<file path="config.mk">
export PLATFORM = sky130hd
export DESIGN_NAME = point_subtraction
export DESIGN_NICKNAME = d
export VERILOG_FILES = /design/src/rtl/point_subtraction.sv
export SDC_FILE = /design/constraint.sdc
export NUM_CORES = 1
export LEC_CHECK = 0
export CAP_MARGIN = 15
export CORE_ASPECT_RATIO = 0.6
export CORE_MARGIN = 8
export CORE_UTILIZATION = 45
export DETAILED_ROUTE_END_ITERATION = 6
export SYNTH_ARGS = -nofsm -noshare
export SYNTH_HDL_FRONTEND = slang
export SYNTH_SLANG_ARGS = --single-unit
</file>
<file path="constraint.sdc">
create_clock -name clk -period 13.5 [get_ports clk]
set_clock_uncertainty 0.1 [all_clocks]
set_input_delay 2.7 -clock clk [delete_from_list [all_inputs] [get_ports clk]]
set_output_delay 2.7 -clock clk [all_outputs]
set_load 0.01 [all_outputs]
</file>
<file path="src/rtl/point_subtraction.sv">
// point_subtraction: affine R = P - Q over GF(p); POINT_SUBTRACTION_DOUBLE_EN compiles in the doubling case
module point_subtraction #(
  parameter int n = 10
) (
  input  logic         clk,
  input  logic         reset,
  input  logic         start,
  input  logic [n-1:0] p,
  input  logic [n-1:0] a,
  input  logic [n-1:0] x1,
  input  logic [n-1:0] y1,
  input  logic [n-1:0] x2,
  input  logic [n-1:0] y2,
  output logic [n-1:0] x3,
  output logic [n-1:0] y3,
  output logic         busy,
  output logic         result,
  output logic         infinity
);
  localparam int CW = $clog2(2*n+1);
  localparam logic [CW-1:0] MUL_LAST = CW'(n-1);
  localparam logic [CW-1:0] INV_LAST = CW'(2*n);
  typedef enum logic [3:0] {IDLE, NEG, CHECK, NUM, INV, SLOPE, X3, Y3, DONE} state_t;
  typedef struct packed {
    logic [n-1:0]  p, a, x1, y1, x2, y2;
    logic [n-1:0]  num, u, v, ia, ib;
    logic [n-1:0]  ma, mb, acc;
    logic [n-1:0]  rx, ry, x3, y3;
    logic [CW-1:0] cnt;
    logic          busy, result, inf, inf_pend, dbl;
  } dp_t;
  state_t state_q, state_d;
  dp_t dp_q, dp_d;
  logic [n-1:0] acc_dbl, acc_nx, rx_new;
  logic mul_last;
  function automatic logic [n-1:0] add_mod(input logic [n-1:0] x, input logic [n-1:0] y, input logic [n-1:0] m);
    logic [n:0] s;
    s = {1'b0, x} + {1'b0, y};
    return (s >= {1'b0, m}) ? s[n-1:0] - m : s[n-1:0];
  endfunction
  function automatic logic [n-1:0] sub_mod(input logic [n-1:0] x, input logic [n-1:0] y, input logic [n-1:0] m);
    return (x >= y) ? x - y : x - y + m;
  endfunction
  function automatic logic [n-1:0] half_mod(input logic [n-1:0] x, input logic [n-1:0] m);
    logic [n:0] t;
    t = {1'b0, x} + (x[0] ? {1'b0, m} : {(n+1){1'b0}});
    return t[n:1];
  endfunction
  assign acc_dbl  = add_mod(dp_q.acc, dp_q.acc, dp_q.p);
  assign acc_nx   = dp_q.mb[n-1] ? add_mod(acc_dbl, dp_q.ma, dp_q.p) : acc_dbl;
  assign mul_last = dp_q.cnt == MUL_LAST;
  assign rx_new   = sub_mod(sub_mod(acc_nx, dp_q.x1, dp_q.p), dp_q.x2, dp_q.p);
`ifdef POINT_SUBTRACTION_DOUBLE_EN
  logic [n-1:0] tri_sq_a;
  assign tri_sq_a = add_mod(add_mod(add_mod(acc_nx, acc_nx, dp_q.p), acc_nx, dp_q.p), dp_q.a, dp_q.p);
`else
  logic unused_dp;
  assign unused_dp = ^{dp_q.a, dp_q.dbl};
`endif
  always_comb begin
    state_d = state_q;
    dp_d = dp_q;
    if (state_q inside {NUM, SLOPE, X3, Y3}) begin
      dp_d.acc = acc_nx;
      dp_d.mb  = dp_q.mb << 1;
      dp_d.cnt = dp_q.cnt + CW'(1);
    end
    case (state_q)
      IDLE: if (start) begin
        dp_d.p = p;
        dp_d.a = a;
        dp_d.x1 = x1;
        dp_d.y1 = y1;
        dp_d.x2 = x2;
        dp_d.y2 = y2;
        dp_d.busy = 1'b1;
        dp_d.result = 1'b0;
        dp_d.inf = 1'b0;
        dp_d.inf_pend = 1'b0;
        state_d = NEG;
      end
      NEG: begin
        dp_d.y2 = (dp_q.y2 == '0) ? '0 : dp_q.p - dp_q.y2;
        state_d = CHECK;
      end
      CHECK: begin
        dp_d.v = dp_q.p;
        dp_d.ia = n'(1);
        dp_d.ib = '0;
        dp_d.cnt = '0;
        dp_d.acc = '0;
        dp_d.num = sub_mod(dp_q.y1, dp_q.y2, dp_q.p);
        dp_d.u = sub_mod(dp_q.x1, dp_q.x2, dp_q.p);
        dp_d.dbl = 1'b0;
        state_d = NUM;
        if (dp_q.x1 == dp_q.x2) begin
`ifdef POINT_SUBTRACTION_DOUBLE_EN
          if (dp_q.y1 == dp_q.y2 && dp_q.y1 != '0) begin
            dp_d.dbl = 1'b1;
            dp_d.u = add_mod(dp_q.y1, dp_q.y1, dp_q.p);
            dp_d.ma = dp_q.x1;
            dp_d.mb = dp_q.x1;
          end else begin
            dp_d.inf_pend = 1'b1;
            state_d = DONE;
          end
`else
          dp_d.inf_pend = 1'b1;
          state_d = DONE;
`endif
        end
      end
      NUM: begin
`ifdef POINT_SUBTRACTION_DOUBLE_EN
        if (!dp_q.dbl || mul_last) begin
          dp_d.cnt = '0;
          state_d = INV;
        end
        if (dp_q.dbl && mul_last) dp_d.num = tri_sq_a;
`else
        dp_d.cnt = '0;
        state_d = INV;
`endif
      end
      INV: begin
        if (dp_q.u == n'(1) || dp_q.v == n'(1) || dp_q.cnt == INV_LAST) begin
          dp_d.ma = (dp_q.u == n'(1)) ? dp_q.ia : dp_q.ib;
          dp_d.mb = dp_q.num;
          dp_d.acc = '0;
          dp_d.cnt = '0;
          state_d = SLOPE;
        end else begin
          dp_d.cnt = dp_q.cnt + CW'(1);
          if (!dp_q.u[0]) begin
            dp_d.u = dp_q.u >> 1;
            dp_d.ia = half_mod(dp_q.ia, dp_q.p);
          end else if (!dp_q.v[0]) begin
            dp_d.v = dp_q.v >> 1;
            dp_d.ib = half_mod(dp_q.ib, dp_q.p);
          end else if (dp_q.u >= dp_q.v) begin
            dp_d.u = (dp_q.u - dp_q.v) >> 1;
            dp_d.ia = half_mod(sub_mod(dp_q.ia, dp_q.ib, dp_q.p), dp_q.p);
          end else begin
            dp_d.v = (dp_q.v - dp_q.u) >> 1;
            dp_d.ib = half_mod(sub_mod(dp_q.ib, dp_q.ia, dp_q.p), dp_q.p);
          end
        end
      end
      SLOPE: if (mul_last) begin
        dp_d.ma = acc_nx;
        dp_d.mb = acc_nx;
        dp_d.acc = '0;
        dp_d.cnt = '0;
        state_d = X3;
      end
      X3: if (mul_last) begin
        dp_d.rx = rx_new;
        dp_d.mb = sub_mod(dp_q.x1, rx_new, dp_q.p);
        dp_d.acc = '0;
        dp_d.cnt = '0;
        state_d = Y3;
      end
      Y3: if (mul_last) begin
        dp_d.ry = sub_mod(acc_nx, dp_q.y1, dp_q.p);
        state_d = DONE;
      end
      DONE: begin
        dp_d.x3 = dp_q.inf_pend ? '0 : dp_q.rx;
        dp_d.y3 = dp_q.inf_pend ? '0 : dp_q.ry;
        dp_d.result = !dp_q.inf_pend;
        dp_d.inf = dp_q.inf_pend;
        dp_d.busy = 1'b0;
        state_d = IDLE;
      end
      default: state_d = IDLE;
    endcase
  end
  always_ff @(posedge clk or posedge reset) begin
    if (reset) begin
      state_q <= IDLE;
      dp_q <= '0;
    end else begin
      state_q <= state_d;
      dp_q <= dp_d;
    end
  end
  assign x3 = dp_q.x3;
  assign y3 = dp_q.y3;
  assign busy = dp_q.busy;
  assign result = dp_q.result;
  assign infinity = dp_q.inf;
endmodule

</file>
==> impl_metrics.xml <==
<?xml version="1.0" encoding="UTF-8"?>
<metrics>
  <group name="sta">
    <metric name="timing.final.crit_period" unit="ns">13.22</metric>
    <metric name="final.period_utilization" unit="%">97.9</metric>
    <metric name="finalHoldViolCount" unit="">0</metric>
    <metric name="worst_slew_pin_slew" unit="ns">1.11</metric>
    <metric name="fmax" unit="MHz">75.7</metric>
    <metric name="final_max_slew_viol_count" unit="">0</metric>
    <metric name="finalSetupViolCount" unit="">0</metric>
    <metric name="slew-limit-headroom" unit="%">25.3</metric>
  </group>
  <group name="logic_synthesis">
    <metric name="synth_sequential_area_ratio" unit="%">22.9</metric>
    <metric name="synth_edf_count" unit="">0</metric>
    <metric name="mapped_area" unit="um^2">20000</metric>
    <metric name="yosysTopAreaCell" unit="">dfrtp_1</metric>
    <metric name="synth_nets" unit="">2883</metric>
    <metric name="ys_seq_elements" unit="">183</metric>
    <metric name="synth_top_cells_by_area" unit="">dfrtp_1 (23%), ha_1 (15%), o21ai_0 (6.2%)</metric>
    <metric name="yosys_warnings" unit="">0</metric>
    <metric name="area_fraction_of_the_dominant_cell_type_after_synthesis" unit="%">22.9</metric>
    <metric name="synth_async_sr_flop_share" unit="%">100</metric>
    <metric name="post_synthesis_cell_type_count" unit="">98</metric>
    <metric name="syn_inst" unit="">2548</metric>
    <metric name="syn-mean-instance-area" unit="um^2">7.86</metric>
    <metric name="synth_flop_cell" unit="">dfrtp_1</metric>
  </group>
  <group name="final_layout">
    <metric name="final_layout_size_suffix_gt1_share" unit="%">14.0</metric>
    <metric name="final_util" unit="%">53.3</metric>
    <metric name="final_net_count" unit="">3081</metric>
    <metric name="multi_input_area" unit="um^2">14500</metric>
    <metric name="fill_cells" unit="">4180</metric>
    <metric name="flow.area_growth_from_synthesis" unit="%">18.1</metric>
    <metric name="seq_area" unit="um^2">4580</metric>
    <metric name="num_antenna_cells" unit="">0</metric>
  </group>
  <group name="min_path">
    <metric name="min-delay-path-class" unit="">reg -&gt; reg</metric>
    <metric name="worstHoldStart" unit="">dp_q[42]</metric>
  </group>
  <group name="detailed_routing">
    <metric name="routed-via-count" unit="">19600</metric>
    <metric name="route.detailed.wl_per_inst" unit="um">21.1</metric>
    <metric name="first_drt_pass_iteration_count" unit="">7</metric>
    <metric name="ant_nets" unit="">0</metric>
    <metric name="vias_per_cell" unit="">5.85</metric>
    <metric name="final_routed_wirelength" unit="um">70500</metric>
    <metric name="drtIter0Drc" unit="">1777</metric>
    <metric name="remaining_drc_errors" unit="">2</metric>
  </group>
  <group name="cts">
    <metric name="clock_tree.root_cell" unit="">clkbuf_16</metric>
    <metric name="cts_made_buffers" unit="">17</metric>
    <metric name="htree_levels" unit="">4</metric>
    <metric name="ctsHoldBuffers" unit="">0</metric>
    <metric name="clkSinkCount" unit="">183</metric>
    <metric name="cts_buffer_depth" unit="">2</metric>
    <metric name="cts_tree" unit="">built</metric>
    <metric name="clkTransAtPathRegs" unit="ns">0.07</metric>
    <metric name="insertion_delay" unit="ns">0.47</metric>
  </group>
  <group name="worst_setup_path">
    <metric name="cp_max_fo" unit="">4</metric>
    <metric name="path_common_cell" unit="">a21oi_2</metric>
    <metric name="required" unit="ns">13.79</metric>
    <metric name="crit_arrival" unit="ns">13.51</metric>
    <metric name="kind_of_capture_point_of_the_worst_setup_path" unit="">register</metric>
    <metric name="crit_slowest_cell" unit="">or4_1</metric>
    <metric name="setup.worst_path.start" unit="">dp_q[181]</metric>
    <metric name="worstSetupPathType" unit="">reg -&gt; reg</metric>
    <metric name="critPathMaxStageDelay" unit="ns">0.53</metric>
    <metric name="cp-start-kind" unit="">register</metric>
    <metric name="r2r-start" unit="">dp_q[181]</metric>
  </group>
  <group name="floorplan">
    <metric name="initial_core_util" unit="%">45.1</metric>
    <metric name="area_of_the_die" unit="um^2">51700</metric>
    <metric name="die_height" unit="um">179</metric>
    <metric name="number_of_standard_cell_rows_in_the_floorplan" unit="">60</metric>
    <metric name="fp.coreArea" unit="um^2">44400</metric>
    <metric name="die_width" unit="um">288</metric>
    <metric name="io_pins" unit="">86</metric>
  </group>
  <group name="placement">
    <metric name="globalplace.congestion" unit="">0.939</metric>
    <metric name="dpl.hpwl" unit="um">53900</metric>
    <metric name="numPortBuffers" unit="">75</metric>
  </group>
  <group name="grt">
    <metric name="grt_start_max_net_pins" unit="">126</metric>
    <metric name="antenna_found_initial" unit="">1</metric>
    <metric name="overflow" unit="">0</metric>
    <metric name="grt_use_total" unit="%">26.8</metric>
    <metric name="grt_pass1_wl" unit="um">107000</metric>
    <metric name="vias_in_the_first_global_route" unit="">18400</metric>
  </group>
  <group name="run_status">
    <metric name="failing_checks" unit="">design-rule violations</metric>
    <metric name="outcome" unit="">finished with violations</metric>
  </group>
  <group name="job">
    <metric name="max_cap_viols" unit="">0</metric>
  </group>
</metrics>
## worst max-delay path: cells and delay by family (launching register included)
family / cells / cell delay, ns
AO/OA/AOI/OAI: 32 / 5.87
XOR/XNOR: 2 / 0.31
adder cells (fa/ha/maj): 12 / 3.92
buffers and inverters: 5 / 0.55
flip-flops: 1 / 0.41
multiplexers: 3 / 0.56
AND/OR/NAND/NOR: 11 / 1.42
## layout make-up
class / count / area share, %
tap: 589 / 3.12
clock buffer: 18 / 1.82
sequential: 183 / 19.4
timing repair buffer: 283 / 10.0
inverter: 231 / 3.74
clock inverter: 14 / 0.498
multi-input combinational: 2030 / 61.4
## logic make-up (layout without fill, tap and decap cells)
group | count (synthesis) | count (layout) | synth area share [%]
compound gates | 791 | 791 | 24.5
simple gates | 719 | 719 | 16.4
buf+inv | 335 | 546 | 6.80
fa+ha+maj | 275 | 275 | 18.1
flops | 183 | 183 | 22.9
xor+xnor | 170 | 170 | 7.44
mux | 75 | 75 | 3.91
## state kept, by name, summed over array words and instances, names as in the netlist
register and flops:
x3 10, result 1, y3 10, busy 1, state_q 4, infinity 1
dp_q 156
## repair_timing
item	CTS	global route
pin swaps	12	67
endpoints found under the setup margin	2	10
buffers inserted	28	23
gates resized for setup	19	88
gates cloned	0	1
## per-stage QoR
| step | area, um^2 | setup TNS (ns) | std cells | setup WS [ns] | hold WS, ns |
|---|---|---|---|---|---|
| 6_report | 23600 | 0 | 3348 | 0.285 | 0.385 |
| 4_1_cts | 23100 | 0 | 3325 | 0.00620 | 0.380 |
| 2_1_floorplan | 20100 | 0 | 2548 | 0.00221 | 0.340 |
| 3_5_place_dp | 22300 | -0.450 | 3265 | -0.407 | 0.367 |
| 3_3_place_gp | 22300 | -0.0891 | 3265 | -0.0891 | 0.357 |
| 5_1_grt | 23600 | -0.117 | 3348 | -0.117 | 0.399 |
## synth_stat cells (all sizes together) (7+ instances only)
master / number
nand2: 287
o21ai: 257
ha: 247
a21oi: 232
inv: 231
nor2: 209
dfrtp: 183
xnor2: 124
clkbuf: 77
a21o: 64
mux2i: 55
o21bai: 49
xor2: 46
nor2b: 36
nand3: 34
nor3: 29
buf: 27
fa: 25
and3: 24
nand2b: 23
a211oi: 22
mux2: 20
o211ai: 20
a21boi: 17
a31oi: 16
and2: 15
nand4: 15
o21a: 14
o31ai: 12
a22o: 11
nor4: 9
a2111oi: 7
or2: 7
or3: 7
## worst paths after layout
path | slack, ns | to | depth (start not counted)
setup / recovery | 0.28 | dp_q[69] | 65
hold / removal | 0.38 | dp_q[42] | 2
setup reg to reg | 0.28 | dp_q[69] | 65
hold reg to reg | 0.38 | dp_q[42] | 2
max in group asynchronous | 9.16 | dp_q[181] | 3
min in group asynchronous | 2.70 | dp_q[115] | 2
## cell usage in the layout, fill, tap and decap left out, types with 15 or more instances in the layout
cell type and instances:
nand4_1 15, xor2_1 45, nor3_1 24, a21oi_1 216
and3_1 21, a21o_1 62, ha_1 238, dfrtp_1 182
buf_4 199, nand2_1 284, fa_1 23, clkbuf_16 18
o21ai_0 237, nand3_1 33, nor2b_1 34, mux2_2 18
nor2_1 201, o211ai_1 19, xnor2_1 117, a211oi_1 17
mux2i_1 51, clkdlybuf4s50_1 75, o21bai_1 49, nand2b_1 23
inv_1 227
## routing by layer
metal	part of all wire, %	GRT usage, %	up-vias
li1	-	-	9280
met3	7.7	4.21	77
met5	0	0	-
met1	52	43.2	9535
met4	1.3	4.64	0
met2	39	36.7	689
Power is left out: the tool's default activity adds up to more than one toggle a clock period on the data nets, which glitch-free logic cannot reach.
